===== src/rtl/spi_xip_pkg.sv =====
// spi_xip_pkg: shared constants, state encoding and sequencing helpers for the
// XIP sequencer (spi_xip_ctrl). Build option XIP_BYTE_SWAP_EN is consumed in the top.
package spi_xip_pkg;

    // SPI master register offsets
    localparam logic [4:0] OFF_RX0     = 5'h00;
    localparam logic [4:0] OFF_TX0     = 5'h00;
    localparam logic [4:0] OFF_TX1     = 5'h04;
    localparam logic [4:0] OFF_CTRL    = 5'h10;
    localparam logic [4:0] OFF_DIVIDER = 5'h14;
    localparam logic [4:0] OFF_SS      = 5'h18;

    // CTRL value that starts a 64-bit, auto-SS, TX-on-negedge transfer
    localparam logic [31:0] CTRL_XIP_GO    = 32'h0000_2540;
    localparam int          GO_BSY_BIT     = 8;
    localparam logic [7:0]  FLASH_CMD_READ = 8'h03;

    // Upstream address windows (paddr[31:28])
    localparam logic [3:0] WIN_SPI_REGS = 4'h1;
    localparam logic [3:0] WIN_FLASH    = 4'h3;

    typedef enum logic [3:0] {
        IDLE,
        W_TX1,
        W_DIV,
        W_SS,
        W_CTRL,
        POLL,
        R_RX0,
        W_SSOFF,
        RESP
    } xip_state_e;

    // One downstream register access
    typedef struct packed {
        logic        write;
        logic [4:0]  offset;
        logic [31:0] wdata;
    } apb_cmd_t;

    // Step through the XIP sequence; POLL repeats while the master reports busy
    function automatic xip_state_e seq_next(input xip_state_e s, input logic busy);
        case (s)
            IDLE:    seq_next = W_TX1;
            W_TX1:   seq_next = W_DIV;
            W_DIV:   seq_next = W_SS;
            W_SS:    seq_next = W_CTRL;
            W_CTRL:  seq_next = POLL;
            POLL:    seq_next = busy ? POLL : R_RX0;
            R_RX0:   seq_next = W_SSOFF;
            W_SSOFF: seq_next = RESP;
            default: seq_next = IDLE;
        endcase
    endfunction

    // The register access performed while in a given sequence state
    function automatic apb_cmd_t seq_cmd(input xip_state_e s, input logic [21:0] word_addr,
                                         input logic [31:0] divider, input logic [31:0] ss_mask);
        seq_cmd = '0;
        case (s)
            W_TX1:   seq_cmd = '{write: 1'b1, offset: OFF_TX1,     wdata: {FLASH_CMD_READ, word_addr, 2'b00}};
            W_DIV:   seq_cmd = '{write: 1'b1, offset: OFF_DIVIDER, wdata: divider};
            W_SS:    seq_cmd = '{write: 1'b1, offset: OFF_SS,      wdata: ss_mask};
            W_CTRL:  seq_cmd = '{write: 1'b1, offset: OFF_CTRL,    wdata: CTRL_XIP_GO};
            POLL:    seq_cmd = '{write: 1'b0, offset: OFF_CTRL,    wdata: 32'd0};
            R_RX0:   seq_cmd = '{write: 1'b0, offset: OFF_RX0,     wdata: 32'd0};
            W_SSOFF: seq_cmd = '{write: 1'b1, offset: OFF_SS,      wdata: 32'd0};
            default: seq_cmd = '0;
        endcase
    endfunction

    function automatic logic [31:0] byte_swap(input logic [31:0] w);
        byte_swap = {w[7:0], w[15:8], w[23:16], w[31:24]};
    endfunction

endpackage


===== src/rtl/spi_xip_if.sv =====
// spi_xip_apb_if: APB3/4 bus bundle used on both sides of spi_xip_ctrl.
// Handshake: an access is a setup cycle (psel=1, penable=0) followed by one or
// more access cycles (psel=1, penable=1); it completes in the access cycle in
// which the slave drives pready=1, and prdata/pslverr are valid only then.
interface spi_xip_apb_if #(parameter int AW = 32);
    logic [AW-1:0] paddr;
    logic          psel;
    logic          penable;
    logic          pwrite;
    logic [2:0]    pprot;
    logic [31:0]   pwdata;
    logic [3:0]    pstrb;
    logic          pready;
    logic          pslverr;
    logic [31:0]   prdata;

    modport master (
        output paddr, psel, penable, pwrite, pprot, pwdata, pstrb,
        input  pready, pslverr, prdata
    );

    modport slave (
        input  paddr, psel, penable, pwrite, pprot, pwdata, pstrb,
        output pready, pslverr, prdata
    );
endinterface


===== src/rtl/spi_xip_apb_req.sv =====
// spi_xip_apb_req: single-access APB master. A start pulse loads a command and
// the setup phase appears on the next cycle; done/rdata/err are presented in
// the completing access cycle.
module spi_xip_apb_req
    import spi_xip_pkg::*;
(
    input  logic        clock,
    input  logic        reset,
    input  logic        i_start,
    input  apb_cmd_t    i_cmd,
    output logic        o_psel,
    output logic        o_penable,
    output logic        o_pwrite,
    output logic [4:0]  o_paddr,
    output logic [31:0] o_pwdata,
    output logic [3:0]  o_pstrb,
    input  logic        i_pready,
    input  logic        i_pslverr,
    input  logic [31:0] i_prdata,
    output logic        o_done,
    output logic [31:0] o_rdata,
    output logic        o_err
);
    logic        r_psel;
    logic        r_penable;
    logic        r_pwrite;
    logic [4:0]  r_paddr;
    logic [31:0] r_pwdata;
    logic [3:0]  r_pstrb;
    logic        w_done;

    assign w_done = r_psel && r_penable && i_pready;

    // Setup -> access -> idle; a start in the completing cycle chains the next access
    always_ff @(posedge clock) begin
        if (reset) begin
            r_psel    <= 1'b0;
            r_penable <= 1'b0;
            r_pwrite  <= 1'b0;
            r_paddr   <= '0;
            r_pwdata  <= '0;
            r_pstrb   <= '0;
        end else if (i_start) begin
            r_psel    <= 1'b1;
            r_penable <= 1'b0;
            r_pwrite  <= i_cmd.write;
            r_paddr   <= i_cmd.offset;
            r_pwdata  <= i_cmd.write ? i_cmd.wdata : 32'd0;
            r_pstrb   <= i_cmd.write ? 4'hF : 4'h0;
        end else if (r_psel && !r_penable) begin
            r_penable <= 1'b1;
        end else if (w_done) begin
            r_psel    <= 1'b0;
            r_penable <= 1'b0;
            r_pwrite  <= 1'b0;
            r_paddr   <= '0;
            r_pwdata  <= '0;
            r_pstrb   <= '0;
        end
    end

    assign o_psel    = r_psel;
    assign o_penable = r_penable;
    assign o_pwrite  = r_pwrite;
    assign o_paddr   = r_paddr;
    assign o_pwdata  = r_pwdata;
    assign o_pstrb   = r_pstrb;
    assign o_done    = w_done;
    assign o_rdata   = w_done ? i_prdata : 32'd0;
    assign o_err     = w_done && i_pslverr;
endmodule


===== src/rtl/spi_xip_ctrl.sv =====
// spi_xip_ctrl: execute-in-place sequencer between the APB crossbar and the SPI
// master. Window 0x1 passes through, window 0x3 reads become a flash READ
// transaction, everything else errors. Build option: XIP_BYTE_SWAP_EN returns
// the fetched flash word byte-reversed (little-endian word order).
module spi_xip_ctrl
    import spi_xip_pkg::*;
#(
    parameter int          flash_ss_bit = 0,
    parameter logic [31:0] xip_divider  = 32'd0
)(
    input  logic          clock,
    input  logic          reset,
    spi_xip_apb_if.slave  in_apb,
    spi_xip_apb_if.master out_apb,
    output xip_state_e    o_dbg_state
);
    localparam logic [31:0] SS_MASK = 32'd1 << flash_ss_bit;

    xip_state_e  r_state;
    logic [21:0] r_addr;
    logic        r_err;
    logic [31:0] r_rx;

    logic [3:0]  w_window;
    logic        w_pass_sel;
    logic        w_xip_rd_setup;
    logic        w_err_access;
    logic        w_start;
    xip_state_e  w_cmd_state;
    apb_cmd_t    w_cmd;
    logic [21:0] w_cmd_addr;
    logic        w_req_psel;
    logic        w_req_penable;
    logic        w_req_pwrite;
    logic [4:0]  w_req_paddr;
    logic [31:0] w_req_pwdata;
    logic [3:0]  w_req_pstrb;
    logic        w_req_done;
    logic [31:0] w_req_rdata;
    logic        w_req_err;
    logic [31:0] w_rx_out;
    logic        w_unused_addr;

    // Flash addresses alias within 16 MiB and are word aligned
    assign w_unused_addr = &{1'b0, in_apb.paddr[27:24], in_apb.paddr[1:0]};

    assign w_window       = in_apb.paddr[31:28];
    assign w_pass_sel     = in_apb.psel && (w_window == WIN_SPI_REGS);
    assign w_xip_rd_setup = in_apb.psel && !in_apb.penable && (w_window == WIN_FLASH) && !in_apb.pwrite;
    assign w_err_access   = in_apb.psel && in_apb.penable && !w_pass_sel &&
                            !((w_window == WIN_FLASH) && !in_apb.pwrite);

    // The next access is launched from IDLE on the latch cycle, or chained on
    // completion of the current one (W_SSOFF completes into RESP, no access)
    assign w_start     = ((r_state == IDLE) && w_xip_rd_setup) ||
                         (w_req_done && (r_state inside {W_TX1, W_DIV, W_SS, W_CTRL, POLL, R_RX0}));
    assign w_cmd_state = seq_next(r_state, w_req_rdata[GO_BSY_BIT]);
    assign w_cmd_addr  = (r_state == IDLE) ? in_apb.paddr[23:2] : r_addr;
    assign w_cmd       = seq_cmd(w_cmd_state, w_cmd_addr, xip_divider, SS_MASK);

    spi_xip_apb_req u_req (
        .clock     (clock),
        .reset     (reset),
        .i_start   (w_start),
        .i_cmd     (w_cmd),
        .o_psel    (w_req_psel),
        .o_penable (w_req_penable),
        .o_pwrite  (w_req_pwrite),
        .o_paddr   (w_req_paddr),
        .o_pwdata  (w_req_pwdata),
        .o_pstrb   (w_req_pstrb),
        .i_pready  (out_apb.pready),
        .i_pslverr (out_apb.pslverr),
        .i_prdata  (out_apb.prdata),
        .o_done    (w_req_done),
        .o_rdata   (w_req_rdata),
        .o_err     (w_req_err)
    );

    // Sequencer: latch the word address, walk the register program, collect errors
    always_ff @(posedge clock) begin
        if (reset) begin
            r_state <= IDLE;
            r_addr  <= '0;
            r_err   <= 1'b0;
            r_rx    <= '0;
        end else begin
            case (r_state)
                IDLE: begin
                    if (w_xip_rd_setup) begin
                        r_addr  <= in_apb.paddr[23:2];
                        r_err   <= 1'b0;
                        r_state <= W_TX1;
                    end
                end
                RESP: r_state <= IDLE;
                default: begin
                    if (w_req_done) begin
                        r_err <= r_err | w_req_err;
                        if (r_state == R_RX0) r_rx <= w_req_rdata;
                        r_state <= w_cmd_state;
                    end
                end
            endcase
        end
    end

`ifdef XIP_BYTE_SWAP_EN
    assign w_rx_out = byte_swap(r_rx);
`else
    assign w_rx_out = r_rx;
`endif

    // Bus steering: passthrough and error replies in IDLE, sequencer otherwise
    always_comb begin
        out_apb.psel    = w_req_psel;
        out_apb.penable = w_req_penable;
        out_apb.pwrite  = w_req_pwrite;
        out_apb.paddr   = w_req_paddr;
        out_apb.pwdata  = w_req_pwdata;
        out_apb.pstrb   = w_req_pstrb;
        out_apb.pprot   = 3'b000;
        in_apb.pready   = 1'b0;
        in_apb.pslverr  = 1'b0;
        in_apb.prdata   = 32'd0;
        if (r_state == IDLE) begin
            if (w_pass_sel) begin
                out_apb.psel    = 1'b1;
                out_apb.penable = in_apb.penable;
                out_apb.pwrite  = in_apb.pwrite;
                out_apb.paddr   = in_apb.paddr[4:0];
                out_apb.pwdata  = in_apb.pwdata;
                out_apb.pstrb   = in_apb.pstrb;
                out_apb.pprot   = in_apb.pprot;
                in_apb.pready   = out_apb.pready;
                in_apb.pslverr  = out_apb.pslverr;
                in_apb.prdata   = out_apb.prdata;
            end else if (w_err_access) begin
                in_apb.pready  = 1'b1;
                in_apb.pslverr = 1'b1;
            end
        end else if (r_state == RESP) begin
            in_apb.pready  = 1'b1;
            in_apb.pslverr = r_err;
            in_apb.prdata  = w_rx_out;
        end
    end

    assign o_dbg_state = r_state;
endmodule


===== src/flat_wrapper.sv =====
// flat-port wrapper written by rule: the top's interface ports become plain ports
module spi_xip_ctrl_flat import spi_xip_pkg::*;
#(
    parameter int          flash_ss_bit = 0,
    parameter logic [31:0] xip_divider  = 32'd0
)
  (clock, reset, o_dbg_state, in_apb_paddr, in_apb_psel, in_apb_penable, in_apb_pwrite, in_apb_pprot, in_apb_pwdata, in_apb_pstrb, in_apb_pready, in_apb_pslverr, in_apb_prdata, out_apb_paddr, out_apb_psel, out_apb_penable, out_apb_pwrite, out_apb_pprot, out_apb_pwdata, out_apb_pstrb, out_apb_pready, out_apb_pslverr, out_apb_prdata);
  spi_xip_apb_if #(.AW(32)) in_apb_i ();
  spi_xip_apb_if #(.AW(5)) out_apb_i ();
  input  logic clock;
  input  logic reset;
  output xip_state_e o_dbg_state;
  input wire logic [$bits(in_apb_i.paddr)-1:0] in_apb_paddr;
  input wire logic [$bits(in_apb_i.psel)-1:0] in_apb_psel;
  input wire logic [$bits(in_apb_i.penable)-1:0] in_apb_penable;
  input wire logic [$bits(in_apb_i.pwrite)-1:0] in_apb_pwrite;
  input wire logic [$bits(in_apb_i.pprot)-1:0] in_apb_pprot;
  input wire logic [$bits(in_apb_i.pwdata)-1:0] in_apb_pwdata;
  input wire logic [$bits(in_apb_i.pstrb)-1:0] in_apb_pstrb;
  output wire logic [$bits(in_apb_i.pready)-1:0] in_apb_pready;
  output wire logic [$bits(in_apb_i.pslverr)-1:0] in_apb_pslverr;
  output wire logic [$bits(in_apb_i.prdata)-1:0] in_apb_prdata;
  output wire logic [$bits(out_apb_i.paddr)-1:0] out_apb_paddr;
  output wire logic [$bits(out_apb_i.psel)-1:0] out_apb_psel;
  output wire logic [$bits(out_apb_i.penable)-1:0] out_apb_penable;
  output wire logic [$bits(out_apb_i.pwrite)-1:0] out_apb_pwrite;
  output wire logic [$bits(out_apb_i.pprot)-1:0] out_apb_pprot;
  output wire logic [$bits(out_apb_i.pwdata)-1:0] out_apb_pwdata;
  output wire logic [$bits(out_apb_i.pstrb)-1:0] out_apb_pstrb;
  input wire logic [$bits(out_apb_i.pready)-1:0] out_apb_pready;
  input wire logic [$bits(out_apb_i.pslverr)-1:0] out_apb_pslverr;
  input wire logic [$bits(out_apb_i.prdata)-1:0] out_apb_prdata;
  assign in_apb_i.paddr = in_apb_paddr;
  assign in_apb_i.psel = in_apb_psel;
  assign in_apb_i.penable = in_apb_penable;
  assign in_apb_i.pwrite = in_apb_pwrite;
  assign in_apb_i.pprot = in_apb_pprot;
  assign in_apb_i.pwdata = in_apb_pwdata;
  assign in_apb_i.pstrb = in_apb_pstrb;
  assign in_apb_pready = in_apb_i.pready;
  assign in_apb_pslverr = in_apb_i.pslverr;
  assign in_apb_prdata = in_apb_i.prdata;
  assign out_apb_paddr = out_apb_i.paddr;
  assign out_apb_psel = out_apb_i.psel;
  assign out_apb_penable = out_apb_i.penable;
  assign out_apb_pwrite = out_apb_i.pwrite;
  assign out_apb_pprot = out_apb_i.pprot;
  assign out_apb_pwdata = out_apb_i.pwdata;
  assign out_apb_pstrb = out_apb_i.pstrb;
  assign out_apb_i.pready = out_apb_pready;
  assign out_apb_i.pslverr = out_apb_pslverr;
  assign out_apb_i.prdata = out_apb_prdata;
  spi_xip_ctrl #(.flash_ss_bit(flash_ss_bit), .xip_divider(xip_divider)) u_core (.clock(clock), .reset(reset), .in_apb(in_apb_i), .out_apb(out_apb_i), .o_dbg_state(o_dbg_state));
endmodule

===== config.mk =====
export PLATFORM = sky130hd
export DESIGN_NAME = spi_xip_ctrl_flat
export DESIGN_NICKNAME = d
export VERILOG_FILES = /design/src/rtl/spi_xip_pkg.sv /design/src/rtl/spi_xip_if.sv /design/src/rtl/spi_xip_apb_req.sv /design/src/rtl/spi_xip_ctrl.sv /design/src/flat_wrapper.sv
export SDC_FILE = /design/constraint.sdc
export NUM_CORES = 1
export LEC_CHECK = 0
export ABC_AREA = 1
export BUFFER_PORTS_ARGS = -buffer_cell sky130_fd_sc_hd__buf_4
export CORE_MARGIN = 2
export CORE_UTILIZATION = 48
export DETAILED_ROUTE_END_ITERATION = 8
export PLACE_DENSITY = 0.85
export SLEW_MARGIN = 25
export SYNTH_ARGS = -nofsm -noshare
export SYNTH_HDL_FRONTEND = slang
export SYNTH_HIERARCHICAL = 1
export SYNTH_SLANG_ARGS = --single-unit

===== constraint.sdc =====
create_clock -name clock -period 2.32 [get_ports clock]
set_clock_uncertainty 0.05 [all_clocks]
set_input_delay 0.464 -clock clock [delete_from_list [all_inputs] [get_ports clock]]
set_output_delay 0.464 -clock clock [all_outputs]
set_load 0.01 [all_outputs]

======== Yosys cells after proc, flatten, opt, wreduce, memory -nomap -nowiden ========
Index checks and enable logic that the tools add are counted.
operators by class
  bitwise logic cells ..................... 3
  mux-type cells .......................... 51
  reduce and logical (&&, ||, !) cells .... 33
  eq/ne operators ......................... 18
operators with widths
  kind                                                  count
  two-way mux 32 bit                                    10
  one-hot mux 38 bit (6 select lines)                   1
  two-way mux 4 bit                                     8
  one-hot mux 4 bit (8 select lines)                    1
  equality test 4 x 3 -> 1 bit (second input constant)  7
  two-way mux 5 bit                                     5
  two-way mux 22 bit                                    1
  equality test 4 x 2 -> 1 bit (second input constant)  5
  two-way mux 1 bit                                     20
  logical AND 1 bit                                     14
  equality test 4 x 1 -> 1 bit (second input constant)  3
  one-hot mux 4 bit (2 select lines)                    1
  two-way mux 3 bit                                     2
  AND reduction 2 bit                                   3
  AND reduction 3 bit                                   2
  nonzero test 2 bit                                    3
  nonzero test 6 bit                                    1
  zero test 1 bit                                       5
  equality test 4 bit (second input constant)           1
  zero test 4 bit                                       1
  OR reduction 2 bit                                    2
  nonzero test 3 bit                                    1
  two-way mux 2 bit                                     1
  != test 2 x 1 -> 1 bit (second input constant)        1
  other kinds (5)                                       6
word-level totals
  word-level logic and storage cells ...... 115
  input port bits ......................... 110
  output and inout bits ................... 85
  register bits ........................... 103

======== Depth between registers and ports, before layout ========
Gate-level depths: netlist (run 1).
  depth in word-level cells ............... 9
  mapped depth ............................ 13
  gate-level depth less buffers ........... 11

======== By module ========
Netlist (run 1), hierarchy kept.
by module, submodules not included
  module           area each (µm²)  seq. area each (µm²)  times used  cells each
  spi_xip_ctrl     2670.1           740.7                 1           463
  spi_xip_apb_req  1794.2           800.8                 1           254

======== Worst setup path before layout (run 1) ========
OpenSTA, ideal clock, no wires.
  path kind ............................... reg2out
  start ................................... register u_core.r_state[0], in the netlist u_core/o_dbg_state[0]
  end ..................................... output port in_apb_pslverr
  data arrival time ....................... 1.387 ns
  slack ................................... 0.419 ns
  buffers on the path ..................... 1
  data required time ...................... 1.806 ns
  cell stages (with the launch flop) ...... 7
  cell sequence ........................... dfxtp_1 nor2_2 nand2_2 nor3_4 buf_4 nand2_1 o211ai_1
on the way
  longest elaborated chain between the ends .. 3
  elaborated cells on any way between the ends .. 4
  classes of those cells .................. eq/ne: 1; mux: 2; reduce/logical: 1
ends and longest elaborated chain
  element                   line                 text
  start: declaration        spi_xip_ctrl.sv:19   xip_state_e r_state;
  start signal: assignment  spi_xip_ctrl.sv:101  r_state <= w_cmd_state;
  equality test 4 bit       spi_xip_ctrl.sv:142  end else if (r_state == RESP) begin
  two-way mux 1 bit         spi_xip_ctrl.sv:142
  two-way mux 1 bit (*)     spi_xip_ctrl.sv:126  if (r_state == IDLE) begin
  end: declaration          flat_wrapper.sv:21   output wire logic [$bits(in_apb_i.pslverr)-1:0] in_apb_pslverr;
Mark *: on every way between the ends. The rest lies on a longest branch, timed or not.

======== Worst setup path in the final report (run 1) ========
  start ................................... register u_core.r_state[1], in the netlist u_core/o_dbg_state[1]
  end ..................................... output port out_apb_pwdata[3]
on the way
  longest elaborated chain between the ends .. 2
ends and longest elaborated chain
  element             line                 text
  zero test 4 bit     spi_xip_ctrl.sv:126
  two-way mux 32 bit  spi_xip_ctrl.sv:126
  end: declaration    flat_wrapper.sv:28   output wire logic [$bits(out_apb_i.pwdata)-1:0] out_apb_pwdata;
Every way passes these cells.

==> summary by stage, run 1 <==
GRT
The number of global-route vias before repair is approximately 4300. The number of antenna violations at the first check in global routing is 0. After global routing the overflow that remains totals 0.

The pin count of the biggest net entering global routing is 57. The first global-routing pass estimated 19500 µm of wire. Across every metal layer, demand over resource in global routing totals 0.236.

STA
Static timing analysis puts the maximum clock frequency at 436 MHz. The post-layout minimum cycle time is approximately 2300 ps. Summed over all failing endpoints, the final setup total negative slack is 0 ps. The count of pins over their slew limit was 0. Across all setup checks in the final design, the least slack found is approximately 27 ps.

The worst pin sits at a relative slew slack of 0.338. Setup violations remaining at the end of the flow were counted as 0. Setup repair after global routing could not meet its margin everywhere. The final hold slack is roughly 310 ps. The number of hold-slack violations in the final timing report was 0. At the pin with the least slew margin, the transition time is 992 ps. In the finished design, the share of the clock period the worst path needs comes to 0.988.

Clocking
The root cell of the clock tree is sky130_fd_sc_hd__clkbuf_8. The clock reaches the later pin of the worst-skew pair after between 300 and 400 ps. The clock sink total is between 70 and 80. The clock passes through at most 2 buffers. For this design, the CTS-stage hold fixing added 0 buffers. The deepest level of the CTS H-tree is 3. After clock tree synthesis, the clock-pin slew on the worst setup and hold paths is 70 ps. The number of clock buffers added by TritonCTS is 9. TritonCTS built the clock tree.

Place
The worst setup timing slack at the placement stage is between 50 and 60 ps. The HPWL after detailed placement is slightly below 9000 µm. The global placement routability congestion is ~0.95.

Port buffering added 190 buffers. The placed instance area is 6000 µm².

Setup path
The arrival time of data at the critical path endpoint is roughly 1800 ps. The number of buffers and inverters on the critical path is 3. The critical path in this run is classified as reg -> out.

Traced cell by cell, the critical path runs through nor2_4 -> nand2_4 -> nor3_4 -> buf_6 -> buf_12 -> nand2_1 -> nand2_1 -> buf_4. The most repeated library cell on the critical path is sky130_fd_sc_hd__nand2_1. The data required time of the critical path is 1810 ps. In this run the register-to-register setup slack is 240 ps. The gate family responsible for the most delay along the worst path is simple AND/OR/NAND/NOR gates.

The launching element type of the critical path is a flip-flop. Of all nets on the critical path, the largest fanout is 19. The largest incremental delay on the critical path is 330 ps. The worst setup path is captured at an output port. The slowest stage of the critical path is the sky130_fd_sc_hd__dfxtp_2 cell.

Finish
Relative to the synthesized area, the layout overhead comes to 41.9%. The top cell types in the final layout, fill and taps aside, are sky130_fd_sc_hd__nand2_1, sky130_fd_sc_hd__buf_4, sky130_fd_sc_hd__nor2_1, sky130_fd_sc_hd__dfxtp_1, sky130_fd_sc_hd__inv_1. The total inserted antenna cells is 0. Leaving out fill and tap cells, the most frequent cell in the layout is sky130_fd_sc_hd__nand2_1.

The finished cells cover about 6300 µm². At the end of the flow the core is filled with cells to 0.692. The multi-input combinational cells in the finished layout cover a total of between 2000 and 2500 µm². After filler insertion, the fill cell instance count of the layout stands at 831. The sequential cells in the finished layout cover a total of ~1500 µm². Of the cells placed in the final design, the portion with a size suffix greater than 1 is 0.291. The net count of the finished layout is ~1000.

Job
The max-cap violation count is 0.

Yosys
The number of distinct standard cells referenced by the synthesized netlist is 25. For this run, the number of Yosys warnings is 6. The share of the Yosys chip area taken by registers is 0.345. The netlist area before placement is between 4000 and 5000 µm². After synthesis, the mean cell area works out to between 6 and 7 µm². The synthesized design contains 77 register bits. The gate count after technology mapping is between 700 and 800.

Min path
The worst hold path class is in -> reg.

Pwr
The worst-case IR drop observed on VDD is about 360 µV. For this design the static power due to leakage is approximately 3.5 nW. The total power density per cell area is around 550 nW/µm².

Detailed routing
The detailed-route DRC error count is 0. The count of nets left with antenna violations after detail routing is 0. The wire length on met2 is 5950 µm. The met3 wire length is ~1000 µm. The number of vias per cell after detailed routing is 4.93. The detailed-routing iteration count for the pre-antenna-repair pass is 5.

The highest metal layer carrying signal wires in the routed design is met4. In the final routing, the length of wire on met1 measures about 5500 µm. The sum of routed wire length over all layers is between 10000 and 15000 µm. The number of vias after detailed routing is about 5000. The final routed wire length divided by cell count is between 10 and 15 µm. The violation count after the first detailed-routing iteration is between 200 and 250.

Die
The effective utilization at floorplan is 0.488. The die extent in x is around 100 µm. In this run the core area contains 35 standard-cell rows.

The die height is 100 µm. After floorplanning, the core was sized to cover roughly 9000 µm². The die covers ~10000 µm². During I/O placement, the number of pins put on the boundary was ~200.

Outcome
The run finished with clean final reports.
area by class of cell:
class / count / area share
sequential: 77 / 0.244
inverter: 80 / 0.0478
clock buffer: 11 / 0.0223
tap: 111 / 0.0219
multi-input combinational: 517 / 0.379
clock inverter: 5 / 0.00928
timing repair buffer: 218 / 0.276
synth_stat cells, drive strengths merged:
cell type	n	share of area
a21oi	9	0.010
a22o	32	0.063
buf	38	0.051
clkbuf	13	0.011
conb	1	0.00084
dfxtp	77	0.35
inv	80	0.067
nand2	219	0.19
nand3	35	0.039
nand4	23	0.032
nor2	131	0.12
nor3	5	0.011
o211ai	1	0.0017
o21ai	52	0.065
or2	1	0.0014
what timing repair did:
action / in CTS / in global routing
buffers inserted: 1 / 6
endpoints found under the setup margin: 80 / 42
gates resized for setup: 6 / 10
pin swaps: 2 / 5
cloned: 0 / 1
per-layer routing:
| metal | global-route usage | up-vias |
|---|---|---|
| met5 | 0 | - |
| met1 | 0.290 | 2204 |
| met3 | 0.0529 | 19 |
| met4 | 0.0780 | 0 |
| li1 | - | 2610 |
| met2 | 0.408 | 188 |
path summary, 6_finish.rpt:
check                         from                         to  cells after the start
min reg2reg           u_core/r_err               u_core/r_err                      2
min                          reset      u_core/o_dbg_state[1]                      2
max reg2reg  u_core/o_dbg_state[1]  u_core/u_req/o_pwdata[25]                     10
max          u_core/o_dbg_state[1]          out_apb_pwdata[3]                      8
state kept, by name, summed over array words and instances (netlist names):
| name | flops |
|---|---|
| u_core/u_req/o_penable | 1 |
| u_core/u_req/o_psel | 1 |
| u_core/u_req/o_paddr | 5 |
| u_core/u_req/o_pstrb | 1 |
| u_core/o_dbg_state | 4 |
| u_core/r_err | 1 |
| u_core/u_req/o_pwdata | 32 |
| u_core/r_rx | 32 |
power breakdown:
group / total (mW) / switching, mW / leakage, nW / internal (mW)
combinational: 1.12 / 0.631 / 2.83 / 0.491
clock: 1.02 / 0.494 / 0.0959 / 0.529
sequential: 1.36 / 0.0168 / 0.621 / 1.34
total: 3.50 / 1.14 / 3.55 / 2.36
metrics by stage:
| stage | cells | power, mW |
|---|---|---|
| after floorplan | 725 | 1.97 |
| after global placement | 995 | 2.36 |
| after detailed placement | 995 | 2.37 |
| after CTS | 1012 | 3.41 |
| after global routing | 1019 | 3.70 |
| final | 1019 | 3.50 |
kinds of logic after synthesis:
logic type	share of synthesized area
and+or+nand+nor	0.385
other	0.000840
AOI/OAI and AO/OA	0.140
DFF	0.345
buffers and inverters	0.129
Note: power is estimated with default switching activity, not from simulation.
==> run 2, diff against run 1 <==
==> constraint.sdc (replaced) <==
create_clock -name clock -period 2.5 [get_ports clock]
set_clock_uncertainty 0.05 [all_clocks]
set_input_delay 0.5 -clock clock [delete_from_list [all_inputs] [get_ports clock]]
set_output_delay 0.5 -clock clock [all_outputs]
set_load 0.01 [all_outputs]
==> summary by stage, run 2 (synthesized netlist as in run 1, its figures left out) <==
Outcome
The flow ran to the end, and the final reports show no timing, DRC or antenna violations.

Clocking
The CTS clock-pin slew for the worst setup and hold paths is roughly 70 ps. At the later pin of the worst-skew pair, clock insertion delay measures between 300 and 400 ps. The deepest level of the CTS H-tree is 3.

The count of hold buffers inserted by post-cts repair is 0. The maximum number of buffers from clock root to sink is 2. TritonCTS built the clock tree. The cell sitting at the root of the clock tree is a sky130_fd_sc_hd__clkbuf_8. Counting every sink on the clock net gives 77.

The number of buffers added by the clock tree synthesis step is 9.

Detailed routing
Once detail routing completed, the nets flagged for antenna violations numbered 0. For this block, the via count after detailed routing is 4959. The number of vias per cell after detailed routing is slightly below 5.

The detailed-routing iteration count for the pre-antenna-repair pass is 5. The violation count after the first detailed-routing iteration is about 220. The sum of routed wire length over all layers is 12500 µm. The final routed wire length divided by cell count is ~12 µm. For this run, design rule violations remaining after detail routing come to 0.

Finish
The fraction of final layout cells sized beyond drive strength 1 is 0.285. The area of the multi-input gates is around 2400 µm². For this run, the post-layout net count is just over 1000.

After filler insertion, the fill cell instance count of the layout stands at just over 800. The storage element area is about 1500 µm². The library cell used most frequently in the layout, excluding fill and tap cells, is sky130_fd_sc_hd__nand2_1. Relative to the synthesized area, the layout overhead comes to 39.4%.

For this run, the number of standard cells in the final layout without fillers is ~1000. Leaving out fill and tap cells, the most frequent cells in the layout are sky130_fd_sc_hd__nand2_1, sky130_fd_sc_hd__buf_4, sky130_fd_sc_hd__nor2_1, sky130_fd_sc_hd__dfxtp_1, sky130_fd_sc_hd__inv_1. The total inserted antenna cells is 0.

Die
The die height is 100 µm. The floorplan has 35 rows. The number of I/O pins is ~200. The floorplan die area is 10100 µm².

In this run the horizontal extent of the chip is roughly 100 µm. The placeable core region is between 9000 and 10000 µm². For this configuration, the core starts out at a cell density of 0.488.

STA
The count of pins over their slew limit is 0. The highest clock frequency the design can meet is 402 MHz. The final number of setup-violating endpoints is 0. For the final routed database, the setup TNS stands at 0 ps. The final hold slack is about 350 ps. Dividing the final minimum period by the clock period gives 0.995.

Headroom to the max-slew limit came out at 0.348. The clock period could shrink to roughly 2500 ps. The number of hold-slack violations in the final timing report came to 0.

The transition time at the pin with the least slew margin is 976 ps. Setup repair after global routing could not meet its margin everywhere.

GRT
The pin count of the biggest net entering global routing is between 50 and 60. The number of global-route vias before repair is 4376. The overall global routing resource usage is 0.238.

The first global-routing pass estimated between 15000 and 20000 µm of wire. The total congestion overflow after global routing is 0. The number of antenna violations at the first check in global routing came to 0.

Setup path
The nature of the critical path endpoint is an output port. The worst setup path is launched from a flip-flop. The data required time of the critical path is between 1500 and 2000 ps.

Of all nets on the critical path, the largest fanout is 23. The setup check on the worst reg-to-reg path leaves a slack of slightly below 300 ps. The critical path in this run is classified as reg -> out. The arrival time of data at the critical path endpoint is 1940 ps.

Pwr
For this design the static power due to leakage is between 3 and 4 nW. Overall power consumption after layout is estimated at a little over 3 mW. IR analysis of the VDD net gives a maximum drop of between 200 and 300 µV. Dividing total power by cell area gives a power density of between 400 and 500 nW/µm².

Place
Routability-driven placement finished with a final weighted congestion of approximately 0.89. The count of buffers inserted at the top-level ports is 190. The HPWL after detailed placement is between 8000 and 9000 µm. The number of placed instances, taps included, is 991.

Job
The tool flagged a number of max-cap violations equal to 0.

Min path
The worst hold path class is in -> reg.
==> run 2: cell type report <==
class	count	area share
Multi-Input combinational cell	517	0.385
Timing Repair Buffer	212	0.266
Sequential cell	77	0.249
Inverter	80	0.0491
Clock buffer	11	0.0227
Tap cell	111	0.0223
Clock inverter	5	0.00583
==> run 2: stage by stage <==
| step | utilization | instance area, µm² | setup slack (ps) |
|---|---|---|---|
| floorplan | - | 4490 | 534 |
| global placement | 0.650 | 5950 | 136 |
| detailed placement | 0.650 | 5950 | 124 |
| CTS | 0.671 | 6150 | 42.2 |
| global route | 0.680 | 6220 | -89.7 |
| finish | 0.680 | 6220 | 11.8 |
==> run 2: routing by layer <==
metal / up-vias / global-route usage / wire length [µm]
met2: 175 / 0.428 / 6110
met5: - / 0 / 0
met1: 2175 / 0.285 / 5260
met4: 0 / 0.0706 / 129
li1: 2595 / - / -
met3: 14 / 0.0501 / 978
==> run 2: path summary, 6_finish.rpt <==
kind	end	from	cells after the start
worst min-delay path	u_core/o_dbg_state[2]	reset	2
worst max register to register	u_core/u_req/o_pwdata[22]	u_core/o_dbg_state[2]	10
worst max-delay path	out_apb_paddr[0]	u_core/o_dbg_state[2]	8
worst min register to register	u_core/r_err	u_core/r_err	2
==> run 2: worst max-delay path: stages, from the launching register on <==
cell and delay (ps):
sky130_fd_sc_hd__dfxtp_2 350, sky130_fd_sc_hd__nor2_4 190, sky130_fd_sc_hd__nand2_4 120, sky130_fd_sc_hd__nor3_4 350
sky130_fd_sc_hd__clkinv_4 140, sky130_fd_sc_hd__buf_12 180, sky130_fd_sc_hd__nand2_1 80, sky130_fd_sc_hd__nand2_1 50
sky130_fd_sc_hd__buf_4 130
==> run 2: power by group <==
part | total, mW | switching, mW | leakage [nW] | internal (mW)
logic | 0.958 | 0.562 | 2.79 | 0.396
clock network | 0.844 | 0.457 | 0.0815 | 0.388
registers | 1.26 | 0.0164 | 0.622 | 1.24
total | 3.06 | 1.04 | 3.50 | 2.03
==> run 2: timing repair <==
item	4_1_cts	5_1_grt
gates resized for setup	4	8
gates cloned	0	0
setup endpoints to repair	40	55
hold endpoints to repair	0	0
pin swaps	2	3
buffers inserted	1	5
